===== config.mk =====
export PLATFORM = sky130hd
export DESIGN_NAME = sender_fifo_serializer
export DESIGN_NICKNAME = d
export VERILOG_FILES = /design/src/rtl/sender_fifo_serializer.sv
export SDC_FILE = /design/constraint.sdc
export NUM_CORES = 1
export LEC_CHECK = 0
export CORE_UTILIZATION = 55
export CTS_BUF_LIST = sky130_fd_sc_hd__clkbuf_8 sky130_fd_sc_hd__clkbuf_16
export DETAILED_ROUTE_END_ITERATION = 10
export GPL_ROUTABILITY_DRIVEN = 0
export PLACE_DENSITY = 0.76
export SYNTH_ARGS = -nofsm -noshare
export SYNTH_HDL_FRONTEND = slang
export SYNTH_SLANG_ARGS = --single-unit
export TNS_END_PERCENT = 1

===== constraint.sdc =====
create_clock -name CLK -period 7.6 [get_ports CLK]
set_input_delay 1.9 -clock CLK [delete_from_list [all_inputs] [get_ports CLK]]
set_output_delay 1.9 -clock CLK [all_outputs]
set_load 0.02 [all_outputs]

===== src/rtl/sender_fifo_serializer.sv =====
// sender_fifo_serializer: word FIFO that feeds a byte-wide downstream sender.
// Ports: CLK/reset/clear, data+start enqueue, sender_ready in; output_data/valid, full/empty/count/overflow out.
module sender_fifo_serializer #(
  parameter int WORD_BYTES = 4,
  parameter int DEPTH      = 32,
  parameter bit MSB_FIRST  = 1'b1,
  parameter bit EDGE_START = 1'b1
) (
  input  logic                      CLK,
  input  logic                      reset,
  input  logic                      clear,
  input  logic [8*WORD_BYTES-1:0]   data,
  input  logic                      start,
  input  logic                      sender_ready,
  output logic [7:0]                output_data,
  output logic                      valid,
  output logic                      full,
  output logic                      empty,
  output logic [$clog2(DEPTH):0]    count,
  output logic                      overflow
);

  localparam int W  = 8*WORD_BYTES;
  localparam int AW = $clog2(DEPTH);
  localparam int CW = AW + 1;
  localparam int IW = (WORD_BYTES > 1) ? $clog2(WORD_BYTES) : 1;

  logic [W-1:0]  mem [DEPTH];
  logic [AW-1:0] head;
  logic [AW-1:0] tail;
  logic [IW-1:0] idx;
  logic [IW-1:0] sel;
  logic [W-1:0]  head_word;
  logic          start_q;
  logic          req;
  logic          wr;
  logic          drop;
  logic          xfer;
  logic          last;
  logic          pop;

  assign req   = EDGE_START ? (start && !start_q) : start;
  assign empty = (count == '0);
  assign full  = (count == CW'(DEPTH));
  assign valid = !empty;

  // Full is judged before any same-cycle pop, so a write
  // into a full FIFO is dropped even if the head leaves.
  assign wr    = req && !full;
  assign drop  = req && full;
  assign xfer  = valid && sender_ready;
  assign last  = (idx == IW'(WORD_BYTES-1));
  assign pop   = xfer && last;

  assign sel       = MSB_FIRST ? (IW'(WORD_BYTES-1) - idx) : idx;
  assign head_word = mem[head];

  // Masked when empty so unwritten entries never reach the port.
  always_comb begin
    output_data = 8'h00;
    for (int b = 0; b < WORD_BYTES; b++) begin
      if (valid && sel == IW'(b)) begin
        output_data = head_word[8*b +: 8];
      end
    end
  end

  always_ff @(posedge CLK) begin
    if (reset) begin
      head     <= '0;
      tail     <= '0;
      idx      <= '0;
      count    <= '0;
      overflow <= 1'b0;
      start_q  <= 1'b0;
    end else begin
      start_q <= start;
      if (clear) begin
        head     <= '0;
        tail     <= '0;
        idx      <= '0;
        count    <= '0;
        overflow <= 1'b0;
      end else begin
        if (wr) begin
          tail <= tail + AW'(1);
        end
        if (drop) begin
          overflow <= 1'b1;
        end
        if (xfer) begin
          idx <= last ? '0 : idx + IW'(1);
        end
        if (pop) begin
          head <= head + AW'(1);
        end
        case ({wr, pop})
          2'b10:   count <= count + CW'(1);
          2'b01:   count <= count - CW'(1);
          default: count <= count;
        endcase
      end
    end
  end

  always_ff @(posedge CLK) begin
    if (wr && !reset && !clear) begin
      mem[tail] <= data;
    end
  end

endmodule


# Word-level counts from Yosys, hierarchy flattened
# Memory sizes are Yosys's and may differ from the RTL's. A register that Yosys moved wholly into a read port is not among the register bits.
# Index checks and enable logic that the tools add are counted.
# totals
n_memories,1
ff_bits,20
in_bits,37
ram_bits,1024
word_cells,50
out_inout_bits,18
# memory_table
memory,words,word_bits,read_ports,rd_ports_with_merged_regs,wr,line_no,source
mem,32,32,1,1,1,28,logic [W-1:0] mem [DEPTH];
# op_classes
n_mux,10
add_sub_neg,6
reduce_logical,20
eq_ne,7
# ops
cell,n
2-to-1 mux 8 bit,4
case mux 6 bit (2 select lines),1
logical AND 1 bit,11
"adder 5 x 1 -> 5 bit, second input constant",2
2-to-1 mux 5 bit,2
"equality test 2 bit, second input constant",4
"adder 6 x 1 -> 6 bit, second input constant",1
"equality test 6 bit, second input constant",1
logical NOT 6 bit,1
"subtractor 6 x 1 -> 6 bit, second input constant",1
logical NOT 1 bit,5
"equality test 2 x 1 -> 1 bit, second input constant",2
"adder 2 x 1 -> 2 bit, second input constant",1
logical NOT 2 bit,1
2-to-1 mux 1 bit,2
2-to-1 mux 2 bit,1
nonzero test 2 bit,1
OR reduction 2 bit,1
"subtractor 2 bit, first input constant",1

# Longest topological paths before layout
# depth
word_depth,7
mapped_depth,16
depth_no_buf,13

# Worst setup path before layout
# OpenSTA, ideal clock, no wires.
# synth_path
path_kind,input-to-reg
from,input start
to,memory mem[30][0] (netlist name) (enable)
setup_time_ns,0.421
arrival_time_ns,4.074
slack_ns,3.105
cell_stages,3
n_path_buf,0
t_required_ns,7.179
path_cell_list,nor3b_2 -> nand3_1 -> nor2_1
# synth_between
elab_chain_cells,6
# synth_rtl
element,line_no,source
"start, declared",13,"input logic start,"
logical AND 1 bit,42,assign req = EDGE_START ? (start && !start_q) : start;
logical AND 1 bit,49,assign wr = req && !full;
logical AND 1 bit (2 in a row),107,if (wr && !reset && !clear) begin
2-to-1 mux 1 bit,107,
2-to-1 mux 1 bit (not written as such),108,mem[tail] <= data;
"end, declared",28,
# Every way passes these cells.

==> flow_results.xml <==
<?xml version="1.0" encoding="UTF-8"?>
<metrics>
  <group name="synth">
    <metric name="ys.warnings.count" unit="">0</metric>
    <metric name="yosys.cell_count.top_type" unit="">sky130_fd_sc_hd__edfxtp_1</metric>
    <metric name="synthDistinctLibCells" unit="">69</metric>
    <metric name="synth_cells" unit="">1952</metric>
    <metric name="netlist_top_cells_area" unit="">sky130_fd_sc_hd__edfxtp_1 (75%), sky130_fd_sc_hd__mux4_2 (10%), sky130_fd_sc_hd__mux2i_1 (3.2%)</metric>
    <metric name="dominantRegCellSynth" unit="">sky130_fd_sc_hd__edfxtp_1</metric>
    <metric name="synth_async_sr_flop_share" unit="%">0</metric>
    <metric name="edff_count_synth" unit="">1024</metric>
    <metric name="yosys-top-cells-count" unit="">sky130_fd_sc_hd__edfxtp_1 (1024), sky130_fd_sc_hd__mux4_2 (187), sky130_fd_sc_hd__mux2i_1 (130)</metric>
    <metric name="syn_nets" unit="">2001</metric>
    <metric name="post-synth-top-area-fraction" unit="%">74.68</metric>
    <metric name="syn_avg_cell_area" unit="um^2">21.09</metric>
    <metric name="netlist_area" unit="um^2">41170</metric>
    <metric name="seq_total_area_yosys" unit="%">75.90</metric>
    <metric name="synth_seq_cells" unit="">1049</metric>
    <metric name="synth.largest_area_cell" unit="">sky130_fd_sc_hd__edfxtp_1</metric>
  </group>
  <group name="clock_tree">
    <metric name="cts_tree" unit="">done</metric>
    <metric name="number_of_buffers_inserted_during_clock_tree_synthesis" unit="">101</metric>
    <metric name="postCtsSetupRepairBufs" unit="">0</metric>
    <metric name="resized_after_cts" unit="">0</metric>
    <metric name="max-clock-path-buffers" unit="">3</metric>
    <metric name="cts_sinks" unit="">1049</metric>
    <metric name="clk_latency" unit="ns">0.66</metric>
    <metric name="cts.htree.levels" unit="">3</metric>
    <metric name="clockRootBuffer" unit="">sky130_fd_sc_hd__clkbuf_16</metric>
    <metric name="clk_pin_slew" unit="ns">0.06</metric>
    <metric name="post_cts_hold_buffer_count" unit="">0</metric>
  </group>
  <group name="grt">
    <metric name="globalRouteMet2Util" unit="%">45.41</metric>
    <metric name="grt_antenna_before_repair" unit="">3</metric>
    <metric name="gr-max-usage-layer" unit="">met2</metric>
    <metric name="use_met3" unit="%">5.594</metric>
    <metric name="groute.usage.overall" unit="%">28.27</metric>
    <metric name="first_global_vias" unit="">21200</metric>
    <metric name="pin_count_of_the_biggest_net_entering_global_routing" unit="">99</metric>
    <metric name="grt_first_pass_wirelength" unit="um">150200</metric>
    <metric name="grt_use_met1" unit="%">37.92</metric>
    <metric name="total_gr_overflow" unit="">0</metric>
  </group>
  <group name="worst_setup_path">
    <metric name="cpMaxStageDelayCell" unit="">sky130_fd_sc_hd__dfxtp_4</metric>
    <metric name="reg2reg_depth" unit="">6</metric>
    <metric name="cell_count_along_the_critical_path" unit="">8</metric>
    <metric name="critical_path_arrival" unit="ns">4.54</metric>
    <metric name="buffer_and_inverter_count_on_the_worst_path" unit="">2</metric>
    <metric name="endpoint_kind" unit="">primary output</metric>
    <metric name="cp_data_required_time" unit="ns">5.70</metric>
    <metric name="critPathMaxStageDelay" unit="ns">0.91</metric>
    <metric name="worstPathCellList" unit="">buf_4, mux4_2, nor2b_1, a211oi_1, a21oi_1, a2111oi_2, o21ai_1, clkdlybuf4s50_1</metric>
    <metric name="cp_delay_by_family_top" unit="">compound AO/OA/AOI/OAI gates</metric>
    <metric name="timing.setup.critical_path_class" unit="">reg2out</metric>
    <metric name="crit_path_start_kind" unit="">flop</metric>
    <metric name="crit_path_max_fanout" unit="">48</metric>
  </group>
  <group name="floorplanning">
    <metric name="initial_standard_cell_utilization_of_the_core" unit="%">56.05</metric>
    <metric name="boundaryPins" unit="">55</metric>
    <metric name="die_width" unit="um">275.6</metric>
    <metric name="die_height" unit="um">275.6</metric>
    <metric name="floorplan.rows" unit="">99</metric>
    <metric name="placeableCoreArea" unit="um^2">73450</metric>
    <metric name="fp.dieArea" unit="um^2">75960</metric>
  </group>
  <group name="cells_and_area">
    <metric name="synthToLayoutAreaGrowth" unit="%">12.62</metric>
    <metric name="layoutNonFillerInstCount" unit="">3116</metric>
    <metric name="post_route_core_utilization" unit="%">63.13</metric>
    <metric name="fin_nets" unit="">2124</metric>
    <metric name="fraction_of_layout_instances_using_a_drive_strength_above_1" unit="%">21.81</metric>
    <metric name="layout.area.seq" unit="um^2">31260</metric>
    <metric name="multiInputGateArea" unit="um^2">9310</metric>
    <metric name="number_of_fillers_in_the_final_layout" unit="">4731</metric>
  </group>
  <group name="power_and_ir_drop">
    <metric name="p_int" unit="uW">9398</metric>
    <metric name="comb_power_share" unit="%">1.3</metric>
    <metric name="power.sequential.fraction" unit="%">54.7</metric>
    <metric name="p_sw" unit="uW">2222</metric>
    <metric name="power_switching_share" unit="%">19.12</metric>
    <metric name="leakagePower" unit="uW">0.01418</metric>
    <metric name="power_frac_clock" unit="%">44.0</metric>
    <metric name="vdd_drop_max" unit="mV">0.1948</metric>
    <metric name="powerDensity" unit="nW/um^2">250.6</metric>
  </group>
  <group name="hold_path">
    <metric name="holdPathStages" unit="">2</metric>
    <metric name="worstHoldPathType" unit="">reg2reg</metric>
  </group>
  <group name="sta">
    <metric name="fin_tns_setup" unit="ns">0</metric>
    <metric name="f_max" unit="GHz">0.1552</metric>
    <metric name="actual_transition_at_the_worst_max_transition_pin" unit="ns">1.294</metric>
    <metric name="max_slew_margin" unit="%">13.44</metric>
    <metric name="setup_viol_count_final" unit="">0</metric>
    <metric name="timing.final.max_slew_violations" unit="">0</metric>
    <metric name="fin_crit_sh" unit="%">84.79</metric>
    <metric name="rsz_0062_raised_after_global_routing" unit="">no</metric>
    <metric name="final_period_minus_worst_setup_slack" unit="ns">6.444</metric>
    <metric name="clock_skew" unit="ns">0.02084</metric>
    <metric name="final_hold_viol_count" unit="">0</metric>
  </group>
  <group name="detailed_routing">
    <metric name="firstDrtPassIters" unit="">6</metric>
    <metric name="via_per_inst" unit="">6.843</metric>
    <metric name="antenna_violating_nets_post_route" unit="">0</metric>
    <metric name="num_vias" unit="">21320</metric>
    <metric name="routed_wl" unit="um">105000</metric>
    <metric name="route.detailed.drc" unit="">0</metric>
    <metric name="wl_per_cell" unit="um">33.71</metric>
    <metric name="drtIter0Drc" unit="">3191</metric>
  </group>
  <group name="status">
    <metric name="result_of_the_run" unit="">finished clean</metric>
  </group>
  <group name="place">
    <metric name="post-place-cells" unit="">2931</metric>
    <metric name="place.port_buffers" unit="">54</metric>
    <metric name="dp_hpwl" unit="um">58520</metric>
  </group>
  <group name="flow_run">
    <metric name="drv.max_cap_violation_count" unit="">0</metric>
  </group>
</metrics>
-- flip-flops by register name (all words and copies together) (netlist names), named ones only --
register / flops
tail: 5
mem: 1024
idx: 2
start_q: 1
count: 6
head: 5
overflow: 1
-- worst min-delay path: cells and delay by family, from the launching register on --
| kind | cells | cell delay [ns] |
|---|---|---|
| flops | 1 | 0.33 |
| simple gates | 1 | 0.07 |
| compound gates | 1 | 0.04 |
-- path summary, 6_finish.rpt --
check	start	end	slack, ns
hold reg to reg	overflow	overflow	0.47
setup / recovery	flop	output_data[5]	1.16
setup reg to reg	count[3]	mem[27][18]	3.34
hold / removal	overflow	overflow	0.47
-- power groups by stage --
stage                     registers, uW  clock network [uW]  logic, uW
after floorplan                    6480                   0       29.4
after global placement             6480                   0        136
after detailed placement           6480                   0        146
after CTS                          6360                5150        146
after global routing               6350                5360        157
final                              6360                5120        149
-- per-stage QoR --
stage | hold WS, ns | power (uW) | worst slack (ns) | cell area, um^2
4_1_cts | 0.4761 | 11650 | 1.129 | 46370
3_5_place_dp | 0.4616 | 6625 | 1.859 | 42970
3_3_place_gp | 0.4449 | 6614 | 1.861 | 42970
6_report | 0.4746 | 11620 | 1.156 | 46370
5_1_grt | 0.5160 | 11870 | 0.9692 | 46370
2_1_floorplan | 0.4692 | 6506 | 3.105 | 41170
-- layout by cell type, fill, tap and decap left out, types with 5 or more instances in the layout --
cell,count
sky130_fd_sc_hd__edfxtp_1,1024
sky130_fd_sc_hd__mux4_2,187
sky130_fd_sc_hd__mux2i_1,130
sky130_fd_sc_hd__clkbuf_16,103
sky130_fd_sc_hd__buf_4,71
sky130_fd_sc_hd__clkdlybuf4s50_1,54
sky130_fd_sc_hd__nand2_1,49
sky130_fd_sc_hd__a221oi_1,46
sky130_fd_sc_hd__nor2_1,32
sky130_fd_sc_hd__nor2_4,32
sky130_fd_sc_hd__mux4_1,30
sky130_fd_sc_hd__inv_1,27
sky130_fd_sc_hd__a21oi_1,24
sky130_fd_sc_hd__nand3_1,23
sky130_fd_sc_hd__o21ai_0,22
sky130_fd_sc_hd__dfxtp_1,20
sky130_fd_sc_hd__clkinv_1,19
sky130_fd_sc_hd__a22oi_1,19
sky130_fd_sc_hd__clkinv_2,18
sky130_fd_sc_hd__o22ai_1,15
sky130_fd_sc_hd__bufinv_16,15
sky130_fd_sc_hd__ha_1,12
sky130_fd_sc_hd__nand4_1,11
sky130_fd_sc_hd__xor2_1,9
sky130_fd_sc_hd__nor3_1,9
sky130_fd_sc_hd__a31oi_1,8
sky130_fd_sc_hd__or3_1,8
sky130_fd_sc_hd__nor4_1,7
sky130_fd_sc_hd__nand2b_1,7
sky130_fd_sc_hd__o211ai_1,7
sky130_fd_sc_hd__nand3b_1,7
sky130_fd_sc_hd__o21ai_1,5
sky130_fd_sc_hd__nor2b_1,5
sky130_fd_sc_hd__o31ai_1,5
sky130_fd_sc_hd__or3b_2,5
sky130_fd_sc_hd__clkbuf_8,5
-- layer usage --
| layer | wire [um] | part of all wire (%) |
|---|---|---|
| met1 | 38200 | 36 |
| met4 | 4899 | 4.7 |
| met5 | 18 | 0.017 |
| met2 | 50880 | 48 |
| met3 | 11050 | 11 |
-- area by class of cell --
cell class              count  share of cell area [%]
diodes                      2                 0.01079
clock buffers             108                   5.707
clock inverters            75                   1.611
inverters                  12                 0.09714
multi-input cells         782                   20.08
flip-flops and latches   1049                   67.42
well taps                 959                   2.588
repair buffers            129                   2.488
-- cells by family after synthesis --
kind of cell | synth area share, %
flops | 75.90
mux | 15.41
compound gates | 3.328
fa+ha+maj | 0.3646
xor+xnor | 0.2765
simple gates | 2.628
buf+inv | 2.094
Power figures use the tool's default switching activity.
